==> src/rtl/hazard_pkg.sv <==
// Shared definitions for the pipeline hazard controller: FSM state encoding,
// forwarding select codes, default wait budget and a saturating increment.
package hazard_pkg;

  typedef enum logic [1:0] {
    ST_RUN      = 2'b00,
    ST_MEM_WAIT = 2'b01,
    ST_ERR      = 2'b10
  } state_e;

  typedef enum logic [1:0] {
    FWD_RF  = 2'b00,
    FWD_WB  = 2'b01,
    FWD_MEM = 2'b10
  } fwd_sel_e;

  localparam int unsigned WAIT_MAX_DEF = 15;
  localparam int unsigned CNT_W        = 16;

  // Performance counters stick at all-ones instead of wrapping.
  function automatic logic [CNT_W-1:0] sat_inc(input logic [CNT_W-1:0] v,
                                               input logic             en);
    return (en && (v != '1)) ? v + CNT_W'(1) : v;
  endfunction

endpackage

==> src/rtl/fwd_unit.sv <==
// Operand forwarding select for one ALU source: the youngest in-flight
// writer (EX/MEM) wins over MEM/WB; register 0 is never forwarded.
module fwd_unit
  import hazard_pkg::*;
(
  input  logic [4:0] i_src,
  input  logic       i_mem_reg_write,
  input  logic [4:0] i_mem_write_reg,
  input  logic       i_wb_reg_write,
  input  logic [4:0] i_wb_write_reg,
  output fwd_sel_e   o_sel
);

  // Priority select: EX/MEM, then MEM/WB, else register file.
  always_comb begin
    o_sel = FWD_RF;
    if (i_mem_reg_write && (i_mem_write_reg != '0) && (i_mem_write_reg == i_src)) begin
      o_sel = FWD_MEM;
    end else if (i_wb_reg_write && (i_wb_write_reg != '0) && (i_wb_write_reg == i_src)) begin
      o_sel = FWD_WB;
    end
  end

endmodule

==> src/rtl/hazard_ctrl.sv <==
// Pipeline hazard controller: data-memory wait freeze with timeout halt,
// branch flush, load-use stall, operand forwarding and saturating
// stall/flush performance counters.
module hazard_ctrl
  import hazard_pkg::*;
#(
  parameter int unsigned WAIT_MAX = WAIT_MAX_DEF
)(
  input  logic        i_clk,
  input  logic        i_rst_n,
  input  logic [4:0]  i_id_rs,
  input  logic [4:0]  i_id_rt,
  input  logic [4:0]  i_ex_rs,
  input  logic [4:0]  i_ex_rt,
  input  logic        i_ex_mem_read,
  input  logic [4:0]  i_ex_write_reg,
  input  logic        i_mem_reg_write,
  input  logic [4:0]  i_mem_write_reg,
  input  logic        i_wb_reg_write,
  input  logic [4:0]  i_wb_write_reg,
  input  logic        i_mem_branch_taken,
  input  logic        i_dmem_req,
  input  logic        i_dmem_ready,
  output logic        o_pc_write,
  output logic        o_if_id_write,
  output logic        o_if_id_flush,
  output logic        o_id_ex_flush,
  output logic        o_ex_mem_flush,
  output logic        o_mem_wb_flush,
  output logic        o_hold,
  output logic [1:0]  o_fwd_a,
  output logic [1:0]  o_fwd_b,
  output logic [15:0] o_stall_cnt,
  output logic [15:0] o_flush_cnt,
  output logic        o_error,
  output logic [1:0]  o_state
);

  state_e           state_q, state_d;
  logic [15:0]      wait_q, wait_d;
  logic [CNT_W-1:0] stall_q, flush_q;
  logic             stall_inc, flush_inc;
  logic             freeze, br_flush, lu_stall;
  logic             load_use;
  fwd_sel_e         fwd_a_sel, fwd_b_sel;

  fwd_unit u_fwd_a (
    .i_src           (i_ex_rs),
    .i_mem_reg_write (i_mem_reg_write),
    .i_mem_write_reg (i_mem_write_reg),
    .i_wb_reg_write  (i_wb_reg_write),
    .i_wb_write_reg  (i_wb_write_reg),
    .o_sel           (fwd_a_sel)
  );

  fwd_unit u_fwd_b (
    .i_src           (i_ex_rt),
    .i_mem_reg_write (i_mem_reg_write),
    .i_mem_write_reg (i_mem_write_reg),
    .i_wb_reg_write  (i_wb_reg_write),
    .i_wb_write_reg  (i_wb_write_reg),
    .o_sel           (fwd_b_sel)
  );

  assign o_fwd_a = fwd_a_sel;
  assign o_fwd_b = fwd_b_sel;

  assign load_use = i_ex_mem_read && (i_ex_write_reg != '0) &&
                    ((i_ex_write_reg == i_id_rs) || (i_ex_write_reg == i_id_rt));

  // Next state, wait budget and hazard actions; freeze beats branch beats load-use.
  always_comb begin
    state_d   = state_q;
    wait_d    = wait_q;
    stall_inc = 1'b0;
    flush_inc = 1'b0;
    freeze    = 1'b0;
    br_flush  = 1'b0;
    lu_stall  = 1'b0;
    unique case (state_q)
      ST_RUN: begin
        if (i_dmem_req && !i_dmem_ready) begin
          freeze  = 1'b1;
          wait_d  = 16'd1;
          state_d = (WAIT_MAX <= 1) ? ST_ERR : ST_MEM_WAIT;
        end else if (i_mem_branch_taken) begin
          br_flush  = 1'b1;
          flush_inc = 1'b1;
        end else if (load_use) begin
          lu_stall  = 1'b1;
          stall_inc = 1'b1;
        end
      end
      ST_MEM_WAIT: begin
        stall_inc = 1'b1;
        if (i_dmem_ready) begin
          wait_d  = '0;
          state_d = ST_RUN;
        end else begin
          freeze = 1'b1;
          wait_d = wait_q + 16'd1;
          if (32'(wait_q) + 32'd1 >= WAIT_MAX) begin
            state_d = ST_ERR;
          end
        end
      end
      ST_ERR: begin
        freeze = 1'b1;
      end
      default: begin
        state_d = ST_RUN;
        wait_d  = '0;
      end
    endcase
  end

  // Pipeline control outputs derived from the selected action.
  always_comb begin
    o_pc_write     = !(freeze || lu_stall);
    o_if_id_write  = !(freeze || lu_stall);
    o_hold         = freeze;
    o_mem_wb_flush = freeze;
    o_if_id_flush  = br_flush;
    o_ex_mem_flush = br_flush;
    o_id_ex_flush  = br_flush || lu_stall;
  end

  // State, wait counter and performance counters; async active-low reset.
  always_ff @(posedge i_clk or negedge i_rst_n) begin
    if (!i_rst_n) begin
      state_q <= ST_RUN;
      wait_q  <= '0;
      stall_q <= '0;
      flush_q <= '0;
    end else begin
      state_q <= state_d;
      wait_q  <= wait_d;
      stall_q <= sat_inc(stall_q, stall_inc);
      flush_q <= sat_inc(flush_q, flush_inc);
    end
  end

  assign o_stall_cnt = stall_q;
  assign o_flush_cnt = flush_q;
  assign o_error     = (state_q == ST_ERR);
  assign o_state     = state_q;

endmodule

==> config.mk <==
export PLATFORM = sky130hd
export DESIGN_NAME = hazard_ctrl
export DESIGN_NICKNAME = d
export VERILOG_FILES = /design/src/rtl/hazard_pkg.sv /design/src/rtl/fwd_unit.sv /design/src/rtl/hazard_ctrl.sv
export SDC_FILE = /design/constraint.sdc
export NUM_CORES = 1
export LEC_CHECK = 0
export ABC_AREA = 1
export CORE_MARGIN = 8
export CORE_UTILIZATION = 29
export DETAILED_ROUTE_END_ITERATION = 8
export SLEW_MARGIN = 10
export SYNTH_ARGS = -nofsm -noshare
export SYNTH_HDL_FRONTEND = slang
export SYNTH_SLANG_ARGS = --single-unit
export TNS_END_PERCENT = 20
==> constraint.sdc <==
create_clock -name i_clk -period 3.65 [get_ports i_clk]
set_input_delay 0.73 -clock i_clk [delete_from_list [all_inputs] [get_ports i_clk]]
set_output_delay 0.73 -clock i_clk [all_outputs]
set_load 0.01 [all_outputs]
* After elaboration in Yosys (flattened, before gate mapping)
Cells that the tools add are included.
** Word-level totals
- Register bits after elaboration :: 50
- Bits in latches :: 0
- RAM bits :: 0
- Memory bits (read-only) :: 0
- Input port bits :: 43
- Logic and storage cells :: 66
- Memories :: 0
** Operators by class
- Add/subtract/negate cells :: 4
- Multipliers :: 0
- Divide/modulo/power cells :: 0
- Magnitude comparators :: 1
- Equality and inequality tests :: 12
- Shifts and indexed selects :: 0
- Muxes and demuxes :: 22
- Bitwise gates (word level) :: 1
- Reduce and logical (&&, ||, !) cells :: 22
** Operators by type and width (count)
- $add A16 B1 Y16 const B :: 3
- $pmux W16 S3 :: 1
- $mux W16 :: 2
- $ne A16 B16 Y1 const B :: 2
- $eq A5 B5 Y1 :: 6
- $add A16 B1 Y17 const B :: 1
- $ge A17 B4 Y1 const B :: 1
- $reduce_bool A5 Y1 :: 3
- $logic_and A1 B1 Y1 :: 11
- $mux W1 :: 11
- $mux W2 :: 5
- $pmux W2 S3 :: 1
- $logic_or A1 B1 Y1 :: 3
- $ne A3 B3 Y1 const B :: 1
- $pmux W1 S3 :: 1
- $reduce_and A3 Y1 :: 1
- $eq A2 B1 Y1 const B :: 1
- $eq A2 B2 Y1 const B :: 1
- $logic_not A1 Y1 :: 2
- $logic_not A2 Y1 :: 1
- $ne A2 B2 Y1 const B :: 1
- $pmux W1 S2 :: 1
- $reduce_and A2 Y1 :: 1
- $not A1 Y1 :: 1

* Depth between registers and ports, before layout
Gate-level depths: netlist of the first run.
- Depth in word-level cells :: 9
- Gate-level depth with buffers :: 13
- Gate-level depth less buffers :: 12

* Hierarchy
A second synthesis of the first run with hierarchy kept.
** Second synthesis, totals
- Cells, all modules :: 505
- Area, all modules :: 3490.8 um2
** Modules (own cells, without submodules)
- hazard_ctrl :: instances 1, cells each 405, area each 3062.9 um2, sequential area each 1251.2 um2
- fwd_unit :: instances 2, cells each 50, area each 214.0 um2, sequential area each 0.0 um2

* Least setup slack after synthesis of the first run
Ideal clock, no wire load.
- Kind :: input port to output port
- Start point :: input i_mem_write_reg[1]
- End point :: output o_fwd_a[0]
- Data arrival time :: 1.650 ns
- Path slack :: 1.270 ns
- Cell stages on the path :: 4
- Path buffers :: 0
- Cell sequence :: or2_2 > o41ai_1 > nor4_1 > nor2_1
** Between the ends
- Word-level cells in the longest chain between the ends :: 4
- Elaborated cells on any way between the ends :: 5
- Those cells by class :: eq/ne (1); mux (1); reduce/logical (3)
** Ends and longest elaborated chain
- from (decl) :: line hazard_ctrl.sv:18 : input logic [4:0] i_mem_write_reg,
- $reduce_bool A5 Y1 :: line fwd_unit.sv:17 : if (i_mem_reg_write && (i_mem_write_reg != '0) && (i_mem_write_reg == i_src)) begin
- $logic_and A1 B1 Y1 :: line fwd_unit.sv:17
- $logic_and A1 B1 Y1 (*) :: line fwd_unit.sv:17
- $mux W2 (*) :: line fwd_unit.sv:17
- to (decl) :: line hazard_ctrl.sv:31 : output logic [1:0] o_fwd_a,
Every way passes the cells marked *; elsewhere a longest branch is shown, timed or not.

* Final worst setup path of the first run
Ends and elaborated chain as after synthesis.

==> results of run 1 <==
[Yosys cell counts (6+ instances only)]
| cell | count |
|---|---|
| o21ai_2 | 7 |
| xor2_1 | 36 |
| a21oi_1 | 6 |
| inv_1 | 53 |
| nand4_1 | 9 |
| nor3_1 | 10 |
| nor2_1 | 44 |
| xnor2_1 | 23 |
| nand2_1 | 104 |
| o21ai_1 | 8 |
| o21ai_0 | 11 |
| dfrtp_1 | 50 |
| nand3_1 | 37 |
[metrics by stage]
| stage | instances | total power, mW | cell area, sq um | setup WS, ns | hold WS (ns) |
|---|---|---|---|---|---|
| floorplan | 454 | 1.26 | 3420 | 1.27 | 0.434 |
| global placement | 681 | 1.64 | 4450 | 0.328 | 0.486 |
| detailed placement | 681 | 1.65 | 4450 | 0.274 | 0.494 |
| CTS | 688 | 2.21 | 4620 | 0.279 | 0.481 |
| global route | 688 | 2.31 | 4620 | 0.156 | 0.523 |
| finish | 688 | 2.17 | 4620 | 0.281 | 0.460 |
[worst paths after layout]
check / startpoint / to / slack, ns / cells past startpoint
min in group i_clk: o_flush_cnt[8] / o_flush_cnt[8] / 0.51 / 1
setup reg to reg: wait_q[1] / o_state[1] / 1.74 / 12
max in group asynchronous: i_rst_n / wait_q[5] / 2.41 / 2
hold reg to reg: o_flush_cnt[8] / o_flush_cnt[8] / 0.51 / 1
hold / removal: i_rst_n / o_stall_cnt[13] / 0.46 / 1
setup / recovery: i_mem_write_reg[1] / o_fwd_a[0] / 0.28 / 6
[flip-flops by register name, indices dropped and copies added (netlist names)]
name / cells
o_flush_cnt: 16
o_stall_cnt: 16
wait_q: 16
o_state: 2
[layout by cell type (no fill, tap or decap), drive strengths merged]
cell,instances
inv,59
a22o,1
o21bai,1
or2,5
o21ai,26
nand4,10
a21oi,6
o22ai,5
nand2,111
ha,4
and2,1
dfrtp,50
nor2,51
xnor2,23
o41ai,2
o31ai,1
clkdlybuf4s50,87
nor4,5
nand3,38
xor2,36
nor3,12
bufinv,1
buf,4
clkbuf,6
[final cells by class]
class	instances	area [sq um]	share of cell area
Sequential cell	50	1250	0.271
Clock inverter	1	30.0	0.00651
Inverter	59	226	0.0491
Clock buffer	6	139	0.0301
Multi-Input combinational cell	338	1890	0.410
Timing Repair Buffer	91	898	0.195
Tap cell	143	179	0.0388
[metal layers]
metal / track usage / vias to the layer above / routed length, um
met5: 0 / - / 0
met4: 0.0283 / 0 / 85
met3: 0.0323 / 7 / 534
met2: 0.196 / 82 / 4290
met1: 0.147 / 1484 / 4280
li1: - / 1632 / -
[cells by family after synthesis]
kind of cell             after synthesis  synth area share
flip-flops                            50             0.365
AO/OA/AOI/OAI                         42            0.0757
buffers and inverters                 66            0.0819
XOR/XNOR                              59             0.151
AND/OR/NAND/NOR                      233             0.311
adder cells (fa/ha/maj)                4            0.0146
[power by group]
part / total, mW / switching [mW] / internal (mW)
Sequential: 0.765 / 0.120 / 0.645
Clock: 0.543 / 0.204 / 0.339
Combinational: 0.864 / 0.459 / 0.405
[critical path, stage by stage]
cell and delay (ns):
clkdlybuf4s50_1 0.46, or2_2 0.32, o41ai_1 0.33, nor4_1 0.12
nor2_1 0.12, clkdlybuf4s50_1 0.55
==> results.tsv, run 1 <==
metric	value	unit
outcome	finished clean	
first-pass GRT wire length	15700	um
mapped cell area	3420	sq um
RSZ-0062 raised after global routing	false	
initial drt markers	109	
hpwl dp	7200	um
number of synthesized flops with an enable pin	0	
number of I/O pins	89	
input/output buffers	88	
setup TNS	0	ns
post-layout util	0.403	
Worst Skew	0.00371	ns
Rows	39	
Tmin final	3.37	ns
ys flop type	dfrtp_1	
clock buffer depth	2	
WP data required	2.92	ns
routability cong.	0.846	
Initial Util	0.299	
GRT Overall Usage	0.118	
Post-CTS Hold Buffers	0	
max-capacitance violation count	0	
Synth Warn #	0	
total wire length	9190	um
Num CTS Buffers	5	
clk_lat worst skew	0.29	ns
fill cell count	1171	
Worst Setup End Kind	output port	
CTS tree	yes	
antenna viol nets, final	0	
Peak Freq	297	MHz
Core Region	11500	sq um
fraction of layout cells with a size suffix above 1	0.0826	
initial antenna violation count	0	
Worst Setup Start Kind	primary input	
fin. max-slew vios	0	
Leak	1.94	nW
WL/cell	13.4	um
Seq/Total Area, Yosys	0.365	
flops & latches, synth	50	
Ant. Diodes	0	
Vias	3205	
area growth from synthesis to layout	34.8	%
Crit Path Max Fanout	3	
final hold viol count	0	
most area-hungry cell type in the Yosys netlist	dfrtp_1	
Resize count post-CTS	0	
Remaining DRCs	0	
CTS root buffer	clkbuf_16	
drt via density	4.66	
CTS H-tree lvls	2	
Distinct cells, synth	37	
min-delay worst type	primary input to async pin	
fin crit share	0.923	
DIE AREA	15500	sq um
NumNets Final	592	
Crit path arrival time	2.64	ns
clk slew on worst S/H paths	0.06	ns
crit path kind	primary input to output port	
vias in the first global route	3277	
VDD IR-drop max	0.382	mV
total gr overflow	0	
die height	125	um
Syn Inst Count	454	
setup violators final	0	
largest net degree at the start of global routing	29	
clock sinks	50	
postcts setup bufs	0	
die width	125	um
syn_area_per_cell	7.54	sq um
asr flop ratio synth	1.00	
Power Dens Cells	471	nW/um^2
first-pass iteration count of the detailed router	4	
share of Yosys cell area claimed by the top area cell type	0.365	
Area contributors post-synth	dfrtp_1, nand2_1, xor2_1	
Rel. slew slack	0.572	
syn nets	501	
Slew @ Worst Pin	0.641	ns
(Power assumes the default switching activity.)
==> run 2: changes to the inputs <==
CORE_UTILIZATION = 50   (was 29)
PLACE_DENSITY = 0.82   (was not set)
==> results.tsv, run 2 (synthesis gave the netlist of run 1 again) <==
metric	value	unit	change
setup violators final	0		unchanged
initial drt markers	145		was 109
input/output buffers	88		unchanged
max-capacitance violation count	0		unchanged
NumNets Final	592		unchanged
commonest non-fill, non-tap cell in the layout	nand2_1		unchanged
setup TNS	0	ns	unchanged
fin. max-slew vios	0		unchanged
outcome	finished clean		unchanged
routability cong.	0.877		was 0.846
VDD IR-drop max	0.376	mV	was 0.382 mV
DIE AREA	9750	sq um	was 15,500 sq um
antenna viol nets, final	0		unchanged
Slew @ Worst Pin	0.784	ns	was 0.641 ns
vias in the first global route	3302		was 3,277
crit path kind	primary input to output port		unchanged
fin crit share	0.921		was 0.923
initial antenna violation count	0		unchanged
area growth from synthesis to layout	30.8	%	was 34.8%
most frequent cells in the layout	nand2_1, clkdlybuf4s50_1, inv_1		unchanged
Vias	3294		was 3,205
Core Region	6720	sq um	was 11,500 sq um
Num CTS Buffers	5		unchanged
number of I/O pins	89		unchanged
postcts setup bufs	0		unchanged
Final WS setup	0.287	ns	was 0.281 ns
Non-Filler Instances	626		was 688
final hold viol count	0		unchanged
clock sinks	50		unchanged
Initial Util	0.509		was 0.299
RSZ-0062 raised after global routing	false		unchanged
GRT Overall Usage	0.187		was 0.118
Crit Path Max Fanout	3		unchanged
CTS root buffer	clkbuf_8		was clkbuf_16
largest net degree at the start of global routing	35		was 29
hold slack	0.494	ns	was 0.460 ns
Worst Skew	0.0106	ns	was 0.00371 ns
fraction of layout cells with a size suffix above 1	0.0842		was 0.0826
Post-CTS Hold Buffers	0		unchanged
total wire length	8940	um	was 9190 um
hpwl dp	7110	um	was 7200 um
WL/cell	14.3	um	was 13.4 um
first-pass GRT wire length	15200	um	was 15,700 um
Remaining DRCs	0		unchanged
Tmin final	3.36	ns	was 3.37 ns
first-pass iteration count of the detailed router	5		was 4
Leak	1.91	nW	was 1.94 nW
Power Dens Cells	452	nW/um^2	was 471 nW/um^2
Place WS	0.294	ns	was 0.274 ns
Rel. slew slack	0.477		was 0.572
die width	98.7	um	was 125 um
Ant. Diodes	0		unchanged
min-delay worst type	primary input to async pin		unchanged
DP Cell Count	618		was 681
die height	98.7	um	was 125 um
CTS H-tree lvls	2		unchanged
total gr overflow	0		unchanged
CTS tree	yes		unchanged
clk slew on worst S/H paths	0.10	ns	was 0.06 ns
Worst Setup Start Kind	primary input		unchanged
drt via density	5.26		was 4.66
Worst Setup End Kind	output port		unchanged
WP data required	2.92	ns	about the same
Peak Freq	297	MHz	about the same
Rows	30		was 39
clock buffer depth	2		unchanged
Crit path arrival time	2.63	ns	was 2.64 ns
fill cell count	579		was 1,171
Resize count post-CTS	0		unchanged
clk_lat worst skew	0.30	ns	was 0.29 ns
run 2: layout make-up:
| type | instances | area [sq um] | share of cell area |
|---|---|---|---|
| Multi-Input combinational cell | 338 | 1890 | 0.423 |
| Clock inverter | 3 | 40.0 | 0.00894 |
| Tap cell | 80 | 100 | 0.0224 |
| Clock buffer | 5 | 68.8 | 0.0154 |
| Inverter | 59 | 226 | 0.0506 |
| Sequential cell | 50 | 1250 | 0.279 |
| Timing Repair Buffer | 91 | 898 | 0.201 |
run 2: metal layers:
metal,track usage,part of all wire
met1,0.216,0.42
met2,0.332,0.51
met3,0.0402,0.042
met4,0.0649,0.024
met5,0,0
run 2: metrics by stage:
| stage | util | power, mW | cell area (sq um) |
|---|---|---|---|
| after floorplan | - | 1.26 | 3420 |
| after global placement | 0.650 | 1.62 | 4370 |
| after detailed placement | 0.650 | 1.64 | 4370 |
| after CTS | 0.666 | 2.04 | 4480 |
| after global routing | 0.666 | 2.16 | 4480 |
| final | 0.666 | 2.02 | 4480 |
run 2: worst max-delay path, stage by stage:
cell and delay (ns):
clkdlybuf4s50_1 0.47, or2_2 0.32, o41ai_1 0.36, nor4_1 0.11, nor2_1 0.10, clkdlybuf4s50_1 0.54
run 2: where the power goes:
group / switching, mW / total, mW / leakage (nW) / internal, mW
clock: 0.188 / 0.390 / 0.0579 / 0.202
sequential: 0.124 / 0.768 / 0.662 / 0.644
combinational: 0.462 / 0.866 / 1.19 / 0.404
total: 0.774 / 2.02 / 1.91 / 1.25
run 2: final timing paths:
path / to / slack [ns] / depth (start not counted) / from
max: o_fwd_b[0] / 0.29 / 6 / i_mem_write_reg[1]
min: o_flush_cnt[1] / 0.49 / 1 / i_rst_n
max reg2reg: o_state[1] / 1.75 / 12 / wait_q[0]
min reg2reg: o_flush_cnt[8] / 0.52 / 1 / o_flush_cnt[8]
max in group asynchronous: wait_q[6] / 2.41 / 2 / i_rst_n
min in group i_clk: o_flush_cnt[8] / 0.52 / 1 / o_flush_cnt[8]
